==> config.mk <==
export PLATFORM = sky130hd
export DESIGN_NAME = ehl_deserializer
export DESIGN_NICKNAME = d
export VERILOG_FILES = /design/src/rtl/ehl_deserializer.sv
export SDC_FILE = /design/constraint.sdc
export NUM_CORES = 1
export LEC_CHECK = 0
export CAP_MARGIN = 20
export CELL_PAD_IN_SITES_DETAIL_PLACEMENT = 1
export CELL_PAD_IN_SITES_GLOBAL_PLACEMENT = 1
export CORE_UTILIZATION = 51
export CTS_BUF_LIST = sky130_fd_sc_hd__clkbuf_4 sky130_fd_sc_hd__clkbuf_8
export DETAILED_ROUTE_END_ITERATION = 10
export DONT_BUFFER_PORTS = 1
export GPL_ROUTABILITY_DRIVEN = 0
export HOLD_SLACK_MARGIN = 0.05
export PLACE_DENSITY = 0.83
export SLEW_MARGIN = 40
export SYNTH_ARGS = -nofsm -noshare
export SYNTH_HDL_FRONTEND = slang
export SYNTH_SLANG_ARGS = --single-unit
==> constraint.sdc <==
create_clock -name clk -period 1.7 [get_ports clk]
set_input_delay 0.34 -clock clk [delete_from_list [all_inputs] [get_ports clk]]
set_output_delay 0.34 -clock clk [all_outputs]
set_load 0.03 [all_outputs]
==> src/rtl/ehl_deserializer.sv <==
// ehl_deserializer: assembles a qualified serial stream into WIDTH-bit words, per-word MSB/LSB-first order, valid/ready output
module ehl_deserializer #(
  parameter int WIDTH = 8
) (
  input  logic             clk,
  input  logic             reset,
  input  logic             sin,
  input  logic             sin_valid,
  input  logic             msb_first,
  input  logic             sclr,
  output logic [WIDTH-1:0] dout,
  output logic             dout_valid,
  input  logic             dout_ready,
  output logic             overflow
);
  localparam int CW = $clog2(WIDTH);
  typedef enum logic {IDLE, SHIFT} state_t;
  state_t           state;
  logic [CW-1:0]    cnt;
  logic             ord;
  logic [WIDTH-1:0] sr;
  logic [WIDTH-1:0] nxt_sr;
  logic             acc;
  logic             done;
  logic             cur_ord;
  // the first bit of a word uses msb_first directly; later bits use the latched order
  always_comb begin
    cur_ord = state == IDLE ? msb_first : ord;
    nxt_sr  = cur_ord ? {sr[WIDTH-2:0], sin} : {sin, sr[WIDTH-1:1]};
    acc     = sin_valid && !sclr;
    done    = acc && cnt == CW'(WIDTH - 1);
  end
  always_ff @(posedge clk or posedge reset) begin
    if (reset) begin
      state      <= IDLE;
      cnt        <= '0;
      ord        <= 1'b0;
      sr         <= '0;
      dout       <= '0;
      dout_valid <= 1'b0;
      overflow   <= 1'b0;
    end else begin
      overflow <= done && dout_valid && !dout_ready;
      if (sclr) begin
        state <= IDLE;
        cnt   <= '0;
        sr    <= '0;
      end else if (sin_valid) begin
        sr    <= nxt_sr;
        ord   <= cur_ord;
        cnt   <= done ? '0 : cnt + CW'(1);
        state <= done ? IDLE : SHIFT;
      end
      // a completing word may replace one being consumed in the same cycle
      if (done && (!dout_valid || dout_ready)) begin
        dout       <= nxt_sr;
        dout_valid <= 1'b1;
      end else if (dout_valid && dout_ready) begin
        dout_valid <= 1'b0;
      end
    end
  end
endmodule
* Yosys cells after proc, flatten, opt, wreduce, memory -nomap -nowiden
Index checks and enable logic that the tools add are counted.
Word-level totals: register bits after elaboration 23, bits in latches 0, bits in writable memories 0, bits in read-only memories 0, output and inout bits 10, word-level logic and storage cells 35, memories 0
Cells by class: add/subtract/negate cells 1, multiply operators 0, divide/modulo/power cells 0, $lt $le $gt $ge 0, equality and inequality tests 1, shift operators 0, multiplexer cells 12, bitwise logic cells 1, reductions and logical operators 13
Operators with widths (number):
- $mux W8 | 3
- $mux W3 | 3
- $logic_and A1 B1 Y1 | 6
- $mux W1 | 6
- $reduce_bool A2 Y1 | 2
- $add A3 B1 Y3 const B | 1
- $eq A3 B3 Y1 const B | 1
- $logic_not A1 Y1 | 3
- $reduce_and A2 Y1 | 1
- $logic_or A1 B1 Y1 | 1
- $not A1 Y1 | 1

* Depth between registers and ports, before layout
Gate-level depths: netlist of the first run.
depth in word-level cells 6, mapped depth 6

* Worst setup path after synthesis of the first run
Ideal clock, no wire load.
kind register -> register, start register cnt[0], end register dout[4], setup time 0.125 ns, data arrival time 1.439 ns, path slack 0.136 ns, stages on the path, launching flop included 7, path buffers 1, period minus slack after synthesis 1.564 ns, cell sequence dfrtp_1 -> ha_1 -> ha_1 -> nand2_1 -> nor3b_1 -> buf_2 -> mux2_4
Between the ends: word-level cells in the longest chain between the ends 3
Ends and longest elaborated chain:
- start: declaration | RTL line 19 | logic [CW-1:0] cnt;
- start signal: assignment | RTL line 51 | cnt <= done ? '0 : cnt + CW'(1);
- $eq A3 B3 Y1 | RTL line 31 | done = acc && cnt == CW'(WIDTH - 1);
- $logic_and A1 B1 Y1 | RTL line 31
- $logic_and A1 B1 Y1 | RTL line 55 | if (done && (!dout_valid || dout_ready)) begin
- end signal: assignment | RTL line 56 | dout <= nxt_sr;
- end: declaration | RTL line 11 | output logic [WIDTH-1:0] dout,
Every way passes these cells. A chain may end at the register's enable or synchronous reset.

* Worst setup path after layout of the first run
Ends and elaborated chain as after synthesis.

==> impl_metrics.ini, run 1 <==
[power]
power_density_nw_per_um2 = 822
p_clk_share_pct = 28.0
swShare_pct = 24.8
p_int_mw = 0.736
p_seq_share_pct = 60.4
power_switching_mw = 0.242
peakVddDrop_mv = 0.424
pwr-share-comb_pct = 11.6
power_leakage_nw = 0.585
power_mw = 0.978

[routing]
routedWlPerCell_um = 16.9
antenna_left = 0
vias_per_cell = 5.53
dr.first_iter.drc_count = 3
drc = 0
drtPass1Iterations = 3
wirelength_mm = 2.15
routed-via-count = 702

[global_routing]
grt_util_met3_pct = 4.53
gr-usage-met2_pct = 38.6
grt_antenna_before_repair = 0
grt_use_total_pct = 22.4
overflow = 0
met1_usage_pct = 27.6
grt_pass1_vias = 770
grt_pass1_wl_mm = 3.42
grt_max_degree = 24
busiest_layer = met2

[worst_setup_path]
path_depth = 6
cp-end-kind = flip-flop
required_ns = 1.90
cp-start-kind = flip-flop
cpPeakStageDelay_ns = 0.39
path_cells = ha_1, ha_2, nand2_2, nor3b_2, buf_4, mux2_4
r2r_start = cnt[0]
crit_arrival_ns = 1.80
r2r-end = dout[4]
cp-endpoint = dout[4]
r2r_cells = 6
reg2reg_slack_ns = 0.10
cp_top_family = flip-flops
crit_start = cnt[0]
crit_fanout = 6
path_buf_inv = 1
setup.worst_path.class = flip-flop to flip-flop
critPathSlowestCell = dfrtp_1

[clock_tree]
cts_buffers = 3
clk_latency_ns = 0.31
htreeDepth = 1
ctsLongestPathBuffers = 2
root_buffer = clkbuf_4
cts.sinks = 23
path_clk_slew_ns = 0.13
cts_tree = yes

[synth]
yosysTopAreaCellShare_pct = 54.5
synth-seq-area-share_pct = 54.5
synth_area_leaders = dfrtp_1, mux2i_1, mux2_4
synth-warning-count = 0
avgSynthCellArea_um2 = 11.7
syn-instance-count = 90
synth_area_um2 = 1060
syn_nets = 99
synth_seq_cells = 23
yosysTopAreaCell = dfrtp_1
synth.distinct_cells = 18

[timing]
finalClockSkew_ns = 0.00490
slew_violations = 0
finalSetupViolCount = 0
max_clock_freq_mhz = 626
hold_viol = 0
rsz0062_at_grt = no
fin_crit_sh_pct = 94.0
final.min_clock_period_ns = 1.60
slew-limit-headroom_pct = 78.7
tightest_slew_ns = 0.313
whs_ns = 0.0744

[final_layout]
fin_util_pct = 60.7
nets = 110
fillers = 225
diodes = 0
syn2layout_area_growth_pct = 12.7
drive_above_1_share_pct = 23.0
layout_commonest_cell = dfrtp_1
most-common-layout-cells = dfrtp_1, nor2_1, mux2i_1

[floorplanning]
die_h_um = 47.5
core_um2 = 1960
die_w_um = 47.5
fp.dieArea_um2 = 2260
num_rows = 16
start_util_pct = 53.8
ios = 17

[placement]
io_buffers = 0
place_hpwl_mm = 1.51

[flow_run]
max-cap-violations = 0

[outcome]
status = finished, final reports clean

[hold_path]
hold_path_class = input port to flip-flop
==> power groups by stage <==
stage | clock, mW | sequential (mW) | combinational, mW
final | 0.274 | 0.591 | 0.114
after global routing | 0.294 | 0.594 | 0.128
after CTS | 0.275 | 0.591 | 0.113
after detailed placement | 0 | 0.602 | 0.109
after global placement | 0 | 0.600 | 0.102
after floorplan | 0 | 0.596 | 0.0936
==> synthesized netlist by cell type <==
cell,n
buf_2,2
nand2_1,3
inv_1,7
o21ai_0,3
nor3_1,1
a21oi_1,2
mux2i_1,11
nor2_1,14
clkbuf_1,2
nand3b_1,1
mux2i_4,1
nor3b_1,2
ha_1,2
mux2_4,6
nand2b_1,2
a211oi_1,5
o21a_1,3
dfrtp_1,23
==> worst reg2reg max path: stages, from the launching register on <==
cell and delay (ns):
dfrtp_1 0.39, ha_1 0.16, ha_2 0.20, nand2_2 0.08
nor3b_2 0.17, buf_4 0.19, mux2_4 0.31
==> state kept, by name (all words and copies together), names as in the netlist <==
register,flops
dout,8
sr,8
cnt,3
dout_valid,1
ord,1
overflow,1
state,1
==> worst min path at each step <==
stage	endpoint	cells past startpoint	slack, ns	from
finish	sr[7]	1	0.07	sclr
global route	sr[3]	1	0.05	sclr
CTS	sr[3]	1	0.07	sclr
detailed placement	ord	2	0.31	reset
global placement	dout[5]	2	0.28	reset
floorplan	cnt[0]	1	0.34	reset
==> cell families (layout without fill, tap and decap cells) <==
group	after synthesis	in the layout	synth area share (%)
DFF	23	23	54.5
and+or+nand+nor	23	23	9.83
muxes	18	18	21.1
AOI/OAI and AO/OA	13	13	8.06
buffers and inverters	11	21	4.15
adders and majority gates	2	2	2.37
==> what timing repair did <==
item | CTS | global route
gates resized for setup | 0 | 3
hold buffers | 1 | 0
endpoints found under the hold margin | 23 | 0
setup buffers | 4 | 1
endpoints found under the setup margin | 3 | 8
==> stage by stage <==
stage	setup TNS, ns	setup slack [ns]	cell area (µm²)	std cells
after floorplan	0	0.136	1060	90
after global placement	0	0.111	1100	117
after detailed placement	-0.0986	-0.0406	1100	117
after CTS	0	0.0285	1170	126
after global routing	0	0.0221	1190	127
final	0	0.102	1190	127
==> final cells by class <==
cell class	instances	area (µm²)	area share, %
clock buffer	4	30.0	2.52
inverter	7	26.3	2.21
multi-input combinational	56	447	37.5
sequential	23	576	48.4
tap	27	33.8	2.84
timing repair buffer	10	77.6	6.52
==> routing by layer <==
metal / vias up / share of wire [%]
li1: 324 / -
met1: 361 / 40
met2: 13 / 55
met3: 4 / 4.0
met4: 0 / 1.3
met5: - / 0
Note: power is estimated with default switching activity, not from simulation.
==> run 2: changes to the inputs <==
--- a/config.mk
+++ b/config.mk
@@ -8,13 +8,13 @@
 export CAP_MARGIN = 20
 export CELL_PAD_IN_SITES_DETAIL_PLACEMENT = 1
 export CELL_PAD_IN_SITES_GLOBAL_PLACEMENT = 1
-export CORE_UTILIZATION = 51
+export CORE_UTILIZATION = 55
 export CTS_BUF_LIST = sky130_fd_sc_hd__clkbuf_4 sky130_fd_sc_hd__clkbuf_8
 export DETAILED_ROUTE_END_ITERATION = 10
 export DONT_BUFFER_PORTS = 1
 export GPL_ROUTABILITY_DRIVEN = 0
 export HOLD_SLACK_MARGIN = 0.05
-export PLACE_DENSITY = 0.83
+export PLACE_DENSITY = 0.88
 export SLEW_MARGIN = 40
 export SYNTH_ARGS = -nofsm -noshare
 export SYNTH_HDL_FRONTEND = slang
==> constraint.sdc (replaced) <==
create_clock -name clk -period 1.9 [get_ports clk]
set_input_delay 0.38 -clock clk [delete_from_list [all_inputs] [get_ports clk]]
set_output_delay 0.38 -clock clk [all_outputs]
set_load 0.03 [all_outputs]
==> run 2 against run 1 <==
Effect of this change:
- first-iteration DRC count up 67%
- via count shrank 6.1%
- cell count down 6.3%
- largest cell class unchanged
==> impl_metrics.ini, run 2 (synthesized netlist as in run 1, its figures left out) <==
[outcome]
status = finished, final reports clean

[global_routing]
grt_pass1_vias = 686
overflow = 0
grt_use_total_pct = 22.3
grt_antenna_before_repair = 0
grt_max_degree = 21
grt_pass1_wl_mm = 3.22

[worst_setup_path]
cp-start-kind = flip-flop
cp-end-kind = flip-flop
crit_start = cnt[0]
crit_arrival_ns = 1.89
setup.worst_path.class = flip-flop to flip-flop
required_ns = 2.11
crit_fanout = 8
reg2reg_slack_ns = 0.22
r2r_start = cnt[0]

[timing]
tns_ns = 0
tightest_slew_ns = 0.397
finalSetupViolCount = 0
slew_violations = 0
max_clock_freq_mhz = 594
hold_viol = 0
fin_crit_sh_pct = 88.7
finalClockSkew_ns = 0.00249
final.min_clock_period_ns = 1.68
rsz0062_at_grt = no
setup_ws_ns = 0.216
slew-limit-headroom_pct = 73.5

[placement]
io_buffers = 0
place_hpwl_mm = 1.42
pre_cts_ws_ns = 0.226

[routing]
wirelength_mm = 1.98
drtPass1Iterations = 2
antenna_left = 0
drc = 0
dr.first_iter.drc_count = 5
vias_per_cell = 5.54
routedWlPerCell_um = 16.6
routed-via-count = 659

[final_layout]
most-common-layout-cells = dfrtp_1, nor2_1, mux2i_1
fillers = 190
nets = 104
top_regs = dout (8), sr (8), cnt (3)
layout_commonest_cell = dfrtp_1
syn2layout_area_growth_pct = 7.23
diodes = 0
fin_util_pct = 64.2
regArea_um2 = 576
drive_above_1_share_pct = 14.9
multi_input_area_um2 = 437

[hold_path]
min-delay-start = sclr
hold_path_class = input port to flip-flop

[clock_tree]
ctsLongestPathBuffers = 2
cts.sinks = 23
htreeDepth = 1
cts_buffers = 3
cts_tree = yes
root_buffer = clkbuf_4
cts_resized = 0
clk_latency_ns = 0.31
path_clk_slew_ns = 0.12

[power]
peakVddDrop_mv = 0.568
power_mw = 0.862
power_density_nw_per_um2 = 762
power_leakage_nw = 0.553

[flow_run]
max-cap-violations = 0

[floorplanning]
die_h_um = 45.8
ios = 17
fp.dieArea_um2 = 2100
core_um2 = 1760
num_rows = 15
die_w_um = 45.8
start_util_pct = 59.9
## run 2: changes by cell type in the layout (fill, tap and decap cells not counted)
cell,previous run,this run
ha_1,1,2
nand2_1,2,3
buf_4,9,3
nand2_2,1,0
nor3b_2,1,0
nor3b_1,1,2
ha_2,1,0
## run 2: final cells by class
cell class,instances,area share (%)
repair buffers,4,2.87
multi-input cells,56,38.6
flip-flops and latches,23,50.8
well taps,25,2.76
clock buffers,4,2.65
inverters,7,2.32
## run 2: stage by stage
step                      cell area [µm²]  hold WS (ns)  std cells
after floorplan                      1060         0.382         90
after global placement               1090         0.270        114
after detailed placement             1090         0.271        114
after CTS                            1130         0.111        119
after global routing                 1130        0.0991        119
final                                1130         0.118        119
## run 2: layer usage
| metal | share of wire [%] | wire, µm | global-route usage (%) |
|---|---|---|---|
| met1 | 43 | 844 | 27.5 |
| met2 | 51 | 1020 | 37.4 |
| met3 | 3.7 | 74 | 3.97 |
| met4 | 2.1 | 42 | 10.6 |
| met5 | 0 | 0 | 0 |
## run 2: final timing paths
kind | end | depth (start not counted)
setup / recovery | dout[4] | 6
hold / removal | sr[1] | 1
setup reg to reg | dout[4] | 6
hold reg to reg | cnt[1] | 2
max in group asynchronous | sr[2] | 3
min in group asynchronous | dout[4] | 2
## run 2: where the power goes
| part | total (mW) | internal (mW) | leakage [nW] | switching, mW |
|---|---|---|---|---|
| Combinational | 0.0979 | 0.0491 | 0.250 | 0.0488 |
| Sequential | 0.528 | 0.510 | 0.285 | 0.0181 |
| Clock | 0.237 | 0.0964 | 0.0184 | 0.141 |
| Total | 0.862 | 0.655 | 0.553 | 0.207 |
## run 2: critical path, cell delays in order, from the launching register on
cell and delay, ns:
dfrtp_1 0.39, ha_1 0.16, ha_1 0.17, nand2_1 0.11, nor3b_1 0.20, buf_4 0.24
mux2_4 0.31
## run 2: what timing repair did
action	in CTS	in global routing
hold buffers	1	0
endpoints found under the hold margin	10	0
setup buffers	0	0
